**config.mk**
```make
export PLATFORM = sky130hd
export DESIGN_NAME = ifetch_flat
export DESIGN_NICKNAME = d
export VERILOG_FILES = /design/src/rtl/ifetch_if.sv /design/src/rtl/ifetch.sv /design/src/flat_wrapper.sv
export SDC_FILE = /design/constraint.sdc
export NUM_CORES = 1
export LEC_CHECK = 0
export BUFFER_PORTS_ARGS = -buffer_cell sky130_fd_sc_hd__buf_2
export CAP_MARGIN = 20
export CORE_ASPECT_RATIO = 0.6
export CORE_UTILIZATION = 45
export DETAILED_ROUTE_END_ITERATION = 7
export PLACE_DENSITY_LB_ADDON = 0.15
export SYNTH_ARGS = -nofsm -noshare
export SYNTH_HDL_FRONTEND = slang
export SYNTH_SLANG_ARGS = --single-unit
export TNS_END_PERCENT = 50
```
**constraint.sdc**
```tcl
create_clock -name clk -period 11.8 [get_ports clk]
set_input_delay 0.59 -clock clk [delete_from_list [all_inputs] [get_ports clk]]
set_output_delay 0.59 -clock clk [all_outputs]
set_load 0.005 [all_outputs]
```
**src/rtl/ifetch_if.sv**
```systemverilog
// ----------------------------------------------------------------------------
// ifetch_if -- handshake bundle around the instruction-fetch stage.
//
// Signals
//   imem_req_valid/ready/addr : fetch request channel towards instruction memory
//   imem_rsp_valid/data       : in-order response channel from instruction memory
//   redirect_valid/pc         : branch/jump redirect from a later stage
//   out_valid/ready           : instruction handoff towards the id stage
//   out_instruction/out_pc    : instruction word and its address
//
// Modports
//   master : the fetch stage itself
//   slave  : its environment (memory, redirect source, id stage)
// ----------------------------------------------------------------------------
interface ifetch_if;
    logic        imem_req_valid;
    logic        imem_req_ready;
    logic [31:0] imem_req_addr;
    logic        imem_rsp_valid;
    logic [31:0] imem_rsp_data;
    logic        redirect_valid;
    logic [31:0] redirect_pc;
    logic        out_valid;
    logic        out_ready;
    logic [31:0] out_instruction;
    logic [31:0] out_pc;

    modport master (
        output imem_req_valid, imem_req_addr,
        input  imem_req_ready,
        input  imem_rsp_valid, imem_rsp_data,
        input  redirect_valid, redirect_pc,
        output out_valid, out_instruction, out_pc,
        input  out_ready
    );

    modport slave (
        input  imem_req_valid, imem_req_addr,
        output imem_req_ready,
        output imem_rsp_valid, imem_rsp_data,
        output redirect_valid, redirect_pc,
        input  out_valid, out_instruction, out_pc,
        output out_ready
    );
endinterface

```
**src/rtl/ifetch.sv**
```systemverilog
// ----------------------------------------------------------------------------
// ifetch -- instruction-fetch stage.
//
// Issues sequential word fetches to an in-order instruction memory, tags each
// response with the address it was fetched from, and buffers the results in a
// small FIFO that feeds the id stage. A redirect flushes the buffer, restarts
// fetching at the new target and drops the responses still in flight.
//
// Parameters
//   RESET_PC   : first fetch address after reset
//   FIFO_DEPTH : instruction-buffer entries (power of two, >= 2); also bounds
//                outstanding requests plus buffered instructions
//
// Ports
//   clk   : clock, rising edge
//   rst_n : asynchronous active-low reset
//   bus   : ifetch_if.master (memory request/response, redirect, id handoff)
//   perf_fetch_cnt : instructions handed to id   (only with IFETCH_PERF_EN)
//   perf_flush_cnt : redirects taken             (only with IFETCH_PERF_EN)
//
// Optional feature macro: IFETCH_PERF_EN adds the two wrapping perf counters.
// ----------------------------------------------------------------------------
module ifetch #(
    parameter logic [31:0] RESET_PC   = 32'h0000_0000,
    parameter int          FIFO_DEPTH = 2
) (
    input  logic     clk,
    input  logic     rst_n,
    ifetch_if.master bus
`ifdef IFETCH_PERF_EN
    ,
    output logic [31:0] perf_fetch_cnt,
    output logic [31:0] perf_flush_cnt
`endif
);
    localparam int PW = $clog2(FIFO_DEPTH);
    localparam int CW = PW + 1;
    localparam logic [CW:0] DEPTH_W = (CW+1)'(FIFO_DEPTH);

    typedef enum logic [1:0] {IDLE, RUN, FLUSH} state_t;

    state_t        state;
    logic [31:0]   pc;
    logic [CW-1:0] outstanding;
    logic [CW-1:0] discard_cnt;
    logic [CW-1:0] buf_cnt;
    logic [PW-1:0] buf_rd;
    logic [PW-1:0] buf_wr;
    logic [PW-1:0] tag_rd;
    logic [PW-1:0] tag_wr;
    logic [31:0]   buf_data [FIFO_DEPTH];
    logic [31:0]   buf_pc   [FIFO_DEPTH];
    logic [31:0]   tag_q    [FIFO_DEPTH];

    logic          redirect;
    logic          req_fire;
    logic          push;
    logic          pop;
    logic [CW:0]   occupancy;
    logic [CW-1:0] in_flight;
    logic [CW-1:0] remaining;

    assign redirect  = bus.redirect_valid;
    assign occupancy = {1'b0, outstanding} + {1'b0, buf_cnt};

    // Requests are throttled so every accepted request is guaranteed a buffer
    // slot when it returns; this is what makes buffer overflow impossible.
    assign bus.imem_req_valid = (state == RUN) && !redirect && (occupancy < DEPTH_W);
    assign bus.imem_req_addr  = pc;
    assign req_fire           = bus.imem_req_valid && bus.imem_req_ready;

    assign push = (state == RUN) && bus.imem_rsp_valid && !redirect;
    assign pop  = bus.out_valid && bus.out_ready && !redirect;

    assign bus.out_valid       = (buf_cnt != '0);
    assign bus.out_instruction = bus.out_valid ? buf_data[buf_rd] : '0;
    assign bus.out_pc          = bus.out_valid ? buf_pc[buf_rd]   : '0;

    // Responses still owed by memory at a redirect. Only one of outstanding
    // and discard_cnt is non-zero at any time, depending on the state. A
    // response arriving in the redirect cycle itself is already accounted for.
    assign in_flight = (state == FLUSH) ? discard_cnt : outstanding;
    assign remaining = (bus.imem_rsp_valid && (in_flight != '0)) ? in_flight - CW'(1) : in_flight;

    always_ff @(posedge clk or negedge rst_n) begin
        if (!rst_n) begin
            state       <= IDLE;
            pc          <= {RESET_PC[31:2], 2'b00};
            outstanding <= '0;
            discard_cnt <= '0;
            buf_cnt     <= '0;
            buf_rd      <= '0;
            buf_wr      <= '0;
            tag_rd      <= '0;
            tag_wr      <= '0;
        end else if (redirect) begin
            pc          <= bus.redirect_pc & 32'hFFFF_FFFC;
            outstanding <= '0;
            discard_cnt <= remaining;
            buf_cnt     <= '0;
            buf_rd      <= '0;
            buf_wr      <= '0;
            tag_rd      <= '0;
            tag_wr      <= '0;
            state       <= (remaining != '0) ? FLUSH : RUN;
        end else begin
            case (state)
                IDLE: state <= RUN;
                RUN: begin
                    if (req_fire) begin
                        pc     <= pc + 32'd4;
                        tag_wr <= tag_wr + PW'(1);
                    end
                    if (bus.imem_rsp_valid) begin
                        tag_rd <= tag_rd + PW'(1);
                    end
                    outstanding <= outstanding + CW'(req_fire) - CW'(bus.imem_rsp_valid);
                end
                FLUSH: begin
                    if (bus.imem_rsp_valid && (discard_cnt != '0)) begin
                        discard_cnt <= discard_cnt - CW'(1);
                        if (discard_cnt == CW'(1)) begin
                            state <= RUN;
                        end
                    end
                end
                default: state <= IDLE;
            endcase
            if (push) begin
                buf_wr <= buf_wr + PW'(1);
            end
            if (pop) begin
                buf_rd <= buf_rd + PW'(1);
            end
            buf_cnt <= buf_cnt + CW'(push) - CW'(pop);
        end
    end

    // Storage needs no reset: out_* are forced to zero while the buffer is empty.
    always_ff @(posedge clk) begin
        if (req_fire) begin
            tag_q[tag_wr] <= pc;
        end
        if (push) begin
            buf_data[buf_wr] <= bus.imem_rsp_data;
            buf_pc[buf_wr]   <= tag_q[tag_rd];
        end
    end

`ifdef IFETCH_PERF_EN
    always_ff @(posedge clk or negedge rst_n) begin
        if (!rst_n) begin
            perf_fetch_cnt <= '0;
            perf_flush_cnt <= '0;
        end else begin
            perf_fetch_cnt <= perf_fetch_cnt + 32'(pop);
            perf_flush_cnt <= perf_flush_cnt + 32'(redirect);
        end
    end
`endif
endmodule

```
**src/flat_wrapper.sv**
```systemverilog
// flat-port wrapper written by rule: the top's interface ports become plain ports
module ifetch_flat 
#(
    parameter logic [31:0] RESET_PC   = 32'h0000_0000,
    parameter int          FIFO_DEPTH = 2
)
  (clk, rst_n, bus_imem_req_valid, bus_imem_req_addr, bus_imem_req_ready, bus_imem_rsp_valid, bus_imem_rsp_data, bus_redirect_valid, bus_redirect_pc, bus_out_valid, bus_out_instruction, bus_out_pc, bus_out_ready);
  ifetch_if bus_i ();
  input  logic clk;
  input  logic rst_n;
  output wire logic [$bits(bus_i.imem_req_valid)-1:0] bus_imem_req_valid;
  output wire logic [$bits(bus_i.imem_req_addr)-1:0] bus_imem_req_addr;
  input wire logic [$bits(bus_i.imem_req_ready)-1:0] bus_imem_req_ready;
  input wire logic [$bits(bus_i.imem_rsp_valid)-1:0] bus_imem_rsp_valid;
  input wire logic [$bits(bus_i.imem_rsp_data)-1:0] bus_imem_rsp_data;
  input wire logic [$bits(bus_i.redirect_valid)-1:0] bus_redirect_valid;
  input wire logic [$bits(bus_i.redirect_pc)-1:0] bus_redirect_pc;
  output wire logic [$bits(bus_i.out_valid)-1:0] bus_out_valid;
  output wire logic [$bits(bus_i.out_instruction)-1:0] bus_out_instruction;
  output wire logic [$bits(bus_i.out_pc)-1:0] bus_out_pc;
  input wire logic [$bits(bus_i.out_ready)-1:0] bus_out_ready;
  assign bus_imem_req_valid = bus_i.imem_req_valid;
  assign bus_imem_req_addr = bus_i.imem_req_addr;
  assign bus_i.imem_req_ready = bus_imem_req_ready;
  assign bus_i.imem_rsp_valid = bus_imem_rsp_valid;
  assign bus_i.imem_rsp_data = bus_imem_rsp_data;
  assign bus_i.redirect_valid = bus_redirect_valid;
  assign bus_i.redirect_pc = bus_redirect_pc;
  assign bus_out_valid = bus_i.out_valid;
  assign bus_out_instruction = bus_i.out_instruction;
  assign bus_out_pc = bus_i.out_pc;
  assign bus_i.out_ready = bus_out_ready;
  ifetch #(.RESET_PC(RESET_PC), .FIFO_DEPTH(FIFO_DEPTH)) u_core (.clk(clk), .rst_n(rst_n), .bus(bus_i));
endmodule
```
==> results of run 1 <==
[where the power goes]
group,internal [µW],switching (µW)
sequential,993,73.5
combinational,216,296
clock,408,286
total,1620,656
[worst reg2reg max path, stage by stage, from the launching register on]
cell,delay (ns)
dfrtp_1,0.41
inv_1,0.09
nor2_1,0.06
fa_1,0.49
and4bb_2,0.27
nand2_1,0.63
inv_1,0.55
nor2_1,0.68
a21oi_1,0.10
o221a_2,0.28
[area by class of cell]
cell class                 count  area (µm²)  share of cell area
sequential                   226        6580               0.585
multi-input combinational    386        2650               0.236
timing repair buffer         170         888              0.0790
clock buffer                  36         664              0.0591
tap                          273         342              0.0304
inverter                      16        60.1             0.00534
clock inverter                 6        56.3             0.00501
[registers in the layout (all words and copies together) (netlist names)]
register and count:
u_core.tag_rd 1, u_core.bus.imem_req_addr 30, u_core.buf_cnt 2, u_core.buf_wr 1, u_core.outstanding 2, u_core.buf_rd 1, u_core.state 2, u_core.tag_wr 1
u_core.tag_q 60, u_core.buf_pc 60, u_core.discard_cnt 2, u_core.buf_data 64
[cells by family (layout without fill, tap and decap cells)]
logic type	Yosys count	in the layout	synth area share
other	1	4	0.000398
flip-flops	226	226	0.699
AND/OR/NAND/NOR	203	203	0.102
AO/OA/AOI/OAI	53	53	0.0378
multiplexers	96	96	0.106
buffers and inverters	50	228	0.0230
XOR/XNOR	21	21	0.0195
adder cells (fa/ha/maj)	9	9	0.0128
[final timing paths]
check,endpoint,slack (ns),depth (start not counted)
max in group asynchronous,u_core.buf_rd,10.91,3
setup reg to reg,u_core.bus.imem_req_addr[7],8.14,9
min in group asynchronous,u_core.outstanding[1],0.44,2
hold reg to reg,u_core.tag_wr,0.52,1
setup / recovery,u_core.bus.imem_req_addr[7],8.14,9
hold / removal,u_core.buf_data[1][13],0.27,1
[placed cells by master, fill, tap and decap left out, types with 3 or more instances in the layout]
master,count
a21oi_1,10
o21ai_0,18
nor4_1,9
mux2i_1,66
inv_1,15
xor2_1,12
dfrtp_1,41
xnor2_1,9
buf_4,7
nor2b_1,7
buf_2,161
clkbuf_8,4
nand3_1,10
and3_1,9
conb_1,4
clkinv_1,3
a31oi_1,3
o221a_2,3
nand4_1,15
nor3_1,5
nand2_1,38
clkbuf_16,23
and4_1,3
clkbuf_1,9
nor2_1,90
edfxtp_1,184
a311oi_1,5
ha_1,8
mux2_2,30
[metrics by stage]
stage,hold slack (ns),area (µm²)
4_1_cts,0.251,11200
2_1_floorplan,0.294,9420
6_report,0.272,11200
3_5_place_dp,0.509,10500
3_3_place_gp,0.502,10500
5_1_grt,0.249,11200
[per-layer routing]
| metal | vias up | global-route usage | routed length [µm] |
|---|---|---|---|
| li1 | 2764 | - | - |
| met1 | 2915 | 0.287 | 9820 |
| met2 | 206 | 0.296 | 9230 |
| met3 | 27 | 0.0422 | 1430 |
| met4 | 0 | 0.0457 | 295 |
| met5 | - | 0 | 0 |
==> key figures, run 1 <==
Status
  – Status: finished clean

Worst setup path
  – RR Startpoint: u_core.buf_cnt[0]
  – Worst EP arrival: 4.05 ns
  – Worst-path fanout max: 24
  – CP top delay family: simple AND/OR/NAND/NOR gates
  – CP Launch Point: u_core.buf_cnt[0]
  – WS Path Type: reg2reg
  – CP max stage delay: 0.68 ns
  – CP bufs+invs: 2
  – Critical-path cell list: inv_1, nor2_1, fa_1, and4bb_2, nand2_1, inv_1, nor2_1, a21oi_1, o221a_2
  – CP max-delay cell: nor2_1
  – Startpoint types: flip-flop
  – Crit end category: flip-flop
  – Data required time of the worst path: between 10 and 15 ns

Clock network
  – H-tree depth: 1
  – Worst-path clk slew: 0.06 ns
  – CTS sink count: 226
  – CTS Buf Count: 23
  – # Post-CTS Setup Buffers: 0
  – Cts hold-fix bufs: 0
  – CTS tree: yes
  – Post-CTS Resized: 0
  – Worst-Skew Late Latency: roughly 0.5 ns
  – CTS max path bufs: 3
  – CTS Root Cell: clkbuf_16

Timing
  – Final Max Tran Viols: 0
  – Final hold viol count: 0
  – Total negative slack: 0 ns
  – Final setup viols: 0
  – Rel. slew slack: 0.367
  – Fmax: 0.273 GHz
  – RSZ-0062 raised after global routing: false
  – Final worst-path cycle share: 0.310
  – Worst Skew: approximately 0.012 ns
  – Worst-Margin Slew: 0.950 ns
  – Post-route setup slack: just over 8 ns
  – Min Tclk post-route: 3.66 ns

Yosys
  – Async S/R FF share, synth: 0.186
  – Synthesized cell area: 9410 µm²
  – Prevailing post-synth register cell: edfxtp_1
  – Number of synthesized register bits: 226
  – Most numerous cell in the Yosys netlist: edfxtp_1
  – Post-synthesis sequential area ratio: 0.699
  – Top post-synthesis cells by area: edfxtp_1 (59%), dfrtp_1 (11%), mux2i_1 (7.0%)
  – Post-synthesis cell type count: between 40 and 50
  – Post-synth EDFFs: ~180
  – Post-Synthesis Cells: around 660
  – Average cell area after synthesis: 14.3 µm²
  – Area share of the largest cell type after synthesis: 0.587
  – Ys Warns: 0
  – Top cells by count, synth: edfxtp_1 (184), nor2_1 (92), mux2i_1 (66)
  – Leading area contributor after synthesis: edfxtp_1

Final layout
  – # diodes: 0
  – Share of post-route cells with drive strength above 1: 0.293
  – Final Non-Filler Cells: 1113
  – Number of fill cells in the layout: 1704
  – Fin nets: 902
  – Area growth syn-to-layout: 19.4%
  – Layout Utilization: 0.555

Pwr
  – Power per standard cell area: roughly 200 nW/µm²
  – Peak supply drop: 0.154 mV
  – Static Leak: about 0.0043 µW
  – Total power draw: approximately 2300 µW

Worst hold path
  – Hold Path Origin: bus_imem_rsp_data[13]
  – HP Class: in2reg

Die
  – Starting Density: 0.464
  – Core Rows: 40
  – Die H: 114 µm
  – I/O pin total: 168
  – Die Width: about 190 µm
  – Core box area: 20300 µm²
  – Die area: 21500 µm²

GRT
  – Largest net degree at the start of global routing: 63
  – Total gr overflow: 0
  – Overall routing resource usage: 0.195
  – Vias in the first global route: 5853
  – Initial antenna violation count: 0
  – Global-route wire length before repair: about 32000 µm

Route
  – Antenna Nets Post-Route: 0
  – Vias: 5912
  – Vias per cell: 5.31
  – DRT iter0 DRCs: 538
  – Avg WL per Cell: roughly 19 µm
  – DRT Wirelength: 20800 µm
  – Drc violations: 0
  – Initial DRT Pass Iterations: 5

Placement
  – Dpl cells: 1069
  – PortBufs: 161
  – Hpwl dp: 13700 µm
  – RD Place Congestion: 0.865
  – Worst Setup Slack post-DPL: about 8 ns

Run
  – Maxcap violations: 0
Power figures use the tool's default switching activity.
==> run 2: changes to the inputs <==
- ABC_AREA: default -> 1
- clock period: 11.8 -> 3.66 ns (I/O delays scaled with it)
==> key figures, run 2 <==
Status
  – Status: finished clean

Yosys
  – Top cells by count, synth: nand2_1 (367), edfxtp_1 (184), a21oi_1 (70)
  – Most numerous cell in the Yosys netlist: nand2_1
  – Top post-synthesis cells by area: edfxtp_1 (56%), nand2_1 (14%), dfrtp_1 (11%)
  – Number of synthesized register bits: 226 (unchanged)
  – Post-synthesis sequential area ratio: 0.663 (-0.0360)
  – Post-synthesis cell type count: 41 (-16%)
  – Area share of the largest cell type after synthesis: 0.557 (-0.0302)
  – Synthesized cell area: 9920 µm² (+5.4%)
  – Ys Warns: 0 (unchanged)
  – Post-Synthesis Cells: 957 (+45%)
  – Post-synth EDFFs: 184 (unchanged)
  – Average cell area after synthesis: 10.4 µm² (-27%)
  – Async S/R FF share, synth: 0.186 (unchanged)
  – Leading area contributor after synthesis: edfxtp_1
  – Prevailing post-synth register cell: edfxtp_1

Worst hold path
  – HP Class: in2reg
  – Hold Path Origin: bus_redirect_pc[8]

Clock network
  – CTS Buf Count: 22 (-4.3%)
  – Worst-Skew Late Latency: 0.51 ns (about the same)
  – CTS Root Cell: clkbuf_16
  – CTS sink count: 226 (unchanged)
  – CTS max path bufs: 3 (unchanged)
  – Post-CTS Resized: 0 (unchanged)
  – Worst-path clk slew: 0.07 ns (about the same)
  – CTS tree: yes
  – H-tree depth: 1 (unchanged)

Placement
  – Hpwl dp: 15500 µm (+13%)
  – RD Place Congestion: 0.841 (-2.8%)
  – Dpl cells: 1372 (+28%)
  – PortBufs: 161 (unchanged)
  – Worst Setup Slack post-DPL: 1.12 ns (-6.99 ns)

Timing
  – Worst hold-check slack: 0.00699 ns (-0.265 ns)
  – Final worst-path cycle share: 0.707 (+0.398)
  – Worst-Margin Slew: 0.971 ns (+0.0212 ns)
  – Final setup viols: 0 (unchanged)
  – Rel. slew slack: 0.352 (-0.0151)
  – Final Max Tran Viols: 0 (unchanged)
  – Post-route setup slack: 1.07 ns (-7.07 ns)
  – Total negative slack: 0 ns (unchanged)
  – Final hold viol count: 0 (unchanged)
  – Worst Skew: 0.00882 ns (-0.00345 ns)
  – Fmax: 0.386 GHz (+41%)
  – RSZ-0062 raised after global routing: false
  – Min Tclk post-route: 2.59 ns (-1.07 ns)

GRT
  – Initial antenna violation count: 0 (unchanged)
  – Overall routing resource usage: 0.217 (+0.0218)
  – Global-route wire length before repair: 37700 µm (+17%)
  – Largest net degree at the start of global routing: 63 (unchanged)
  – Total gr overflow: 0 (unchanged)
  – Vias in the first global route: 6634 (+13%)

Die
  – I/O pin total: 168 (unchanged)
  – Die Width: 194 µm (+2.6%)
  – Core Rows: 41 (+2.5%)
  – Starting Density: 0.466 (+0.00174)
  – Die H: 117 µm (+2.6%)
  – Die area: 22700 µm² (+5.4%)
  – Core box area: 21300 µm² (+5.0%)

Worst setup path
  – Worst EP arrival: 2.98 ns (-1.07 ns)
  – CP max stage delay: 0.47 ns (-0.21 ns)
  – Most used cell, CP: nand2_1
  – Data required time of the worst path: 4.05 ns (-8.14 ns)
  – CP top delay family: adder cells
  – CP bufs+invs: 2 (unchanged)
  – RR Startpoint: u_core.buf_cnt[0]
  – CP max-delay cell: fa_1
  – Startpoint types: flip-flop
  – CP Launch Point: u_core.buf_cnt[0]
  – Crit end category: flip-flop
  – WS Path Type: reg2reg
  – Critical-path cell list: nand2_1, inv_1, fa_1, nor2_1, nand3_4, inv_2, ha_1, xor2_1, a21oi_1, o21ai_0, nand2_1
  – Worst-path fanout max: 15 (-38%)

Final layout
  – Commonest cells after routing, fill and taps aside: nand2_1 (367), edfxtp_1 (184), buf_2 (161)
  – Share of post-route cells with drive strength above 1: 0.213 (-0.0803)
  – Area growth syn-to-layout: 24.7%
  – Fin nets: 1253 (+39%)
  – Max FFs per register: 64 (unchanged)
  – # diodes: 0 (unchanged)
  – Final Non-Filler Cells: 1469 (+32%)
  – Biggest register: u_core.buf_data
  – Largest registers: u_core.buf_data x64, u_core.buf_pc x60, u_core.tag_q x60
  – Commonest non-fill, non-tap cell in the layout: nand2_1

Pwr
  – Peak supply drop: 0.387 mV (+150%)
  – Static Leak: 0.00528 µW (+23%)
  – Power per standard cell area: 629 nW/µm² (+210%)
  – Total power draw: 7780 µW (+240%)

Route
  – Avg WL per Cell: 16.5 µm (-11%)
  – Drc violations: 0 (unchanged)
  – Antenna Nets Post-Route: 0 (unchanged)
  – Initial DRT Pass Iterations: 5 (unchanged)
  – Vias: 7258 (+23%)
  – Vias per cell: 4.94 (-7.0%)
  – DRT Wirelength: 24300 µm (+17%)
  – DRT iter0 DRCs: 519 (-3.5%)

Run
  – Maxcap violations: 0 (unchanged)
[run 2: cell types whose count changed in the layout (fill, tap and decap cells not counted), sizes merged, moves of 9 or more]
cell / delta
nor4: -9
inv: +40
dlygate4sd3: +55
nand2: +340
mux2i: -66
and3: -10
nand4: -13
nand3: +36
nor2: -18
mux2: -30
a21oi: +60
[run 2: cell families after synthesis]
kind of cell             count (synthesis)  share of synthesized area
flip-flops                             226                      0.663
XOR/XNOR                                 5                    0.00441
AND/OR/NAND/NOR                        511                      0.218
adder cells (fa/ha/maj)                  9                     0.0121
AO/OA/AOI/OAI                          108                     0.0581
buffers and inverters                   97                     0.0438
other                                    1                   0.000378
[run 2: timing repair]
action | in CTS | in global routing
setup buffers | 0 | 0
hold buffers | 55 | 1
endpoints found under the hold margin | 128 | 1
[run 2: power breakdown]
group          switching (µW)  total [µW]  internal (µW)  leakage [µW]
Combinational            1200        1840            634       0.00273
Sequential                295        3500           3200       0.00218
Clock                     960        2450           1490      0.000378
[run 2: routing by layer]
| metal | wire (µm) | global-route usage |
|---|---|---|
| met1 | 12400 | 0.350 |
| met2 | 9980 | 0.301 |
| met3 | 1410 | 0.0289 |
| met4 | 469 | 0.0587 |
| met5 | 0 | 0.00206 |
[run 2: path summary, 6_finish.rpt]
path | cells after the start | to | slack, ns
setup / recovery | 11 | u_core.outstanding[1] | 1.07
hold / removal | 5 | u_core.bus.imem_req_addr[8] | 0.007
setup reg to reg | 11 | u_core.outstanding[1] | 1.07
hold reg to reg | 2 | u_core.buf_pc[1][12] | 0.53
max in group asynchronous | 3 | u_core.bus.imem_req_addr[13] | 2.97
min in group asynchronous | 2 | u_core.bus.imem_req_addr[29] | 0.17
[run 2: final cells by class]
class                      instances  area [µm²]
fill                            1840        8910
sequential                       226        6580
multi-input combinational        637        2950
timing repair buffer             231        1510
clock buffer                      29         587
tap                              279         349
inverter                          56         213
clock inverter                    11         189
[run 2: through the flow]
| step | cell area [µm²] | utilization |
|---|---|---|
| final | 12400 | 0.581 |
| after global routing | 12400 | 0.581 |
| after CTS | 12300 | 0.580 |
| after detailed placement | 11000 | 0.518 |
| after global placement | 11000 | 0.518 |
| after floorplan | 9940 | - |
[run 2: worst min-delay path, cell delays in order]
cell	delay, ns
buf_2	0.07
nand2_1	0.06
o21ai_1	0.07
nand2_1	0.05
nand2_1	0.05
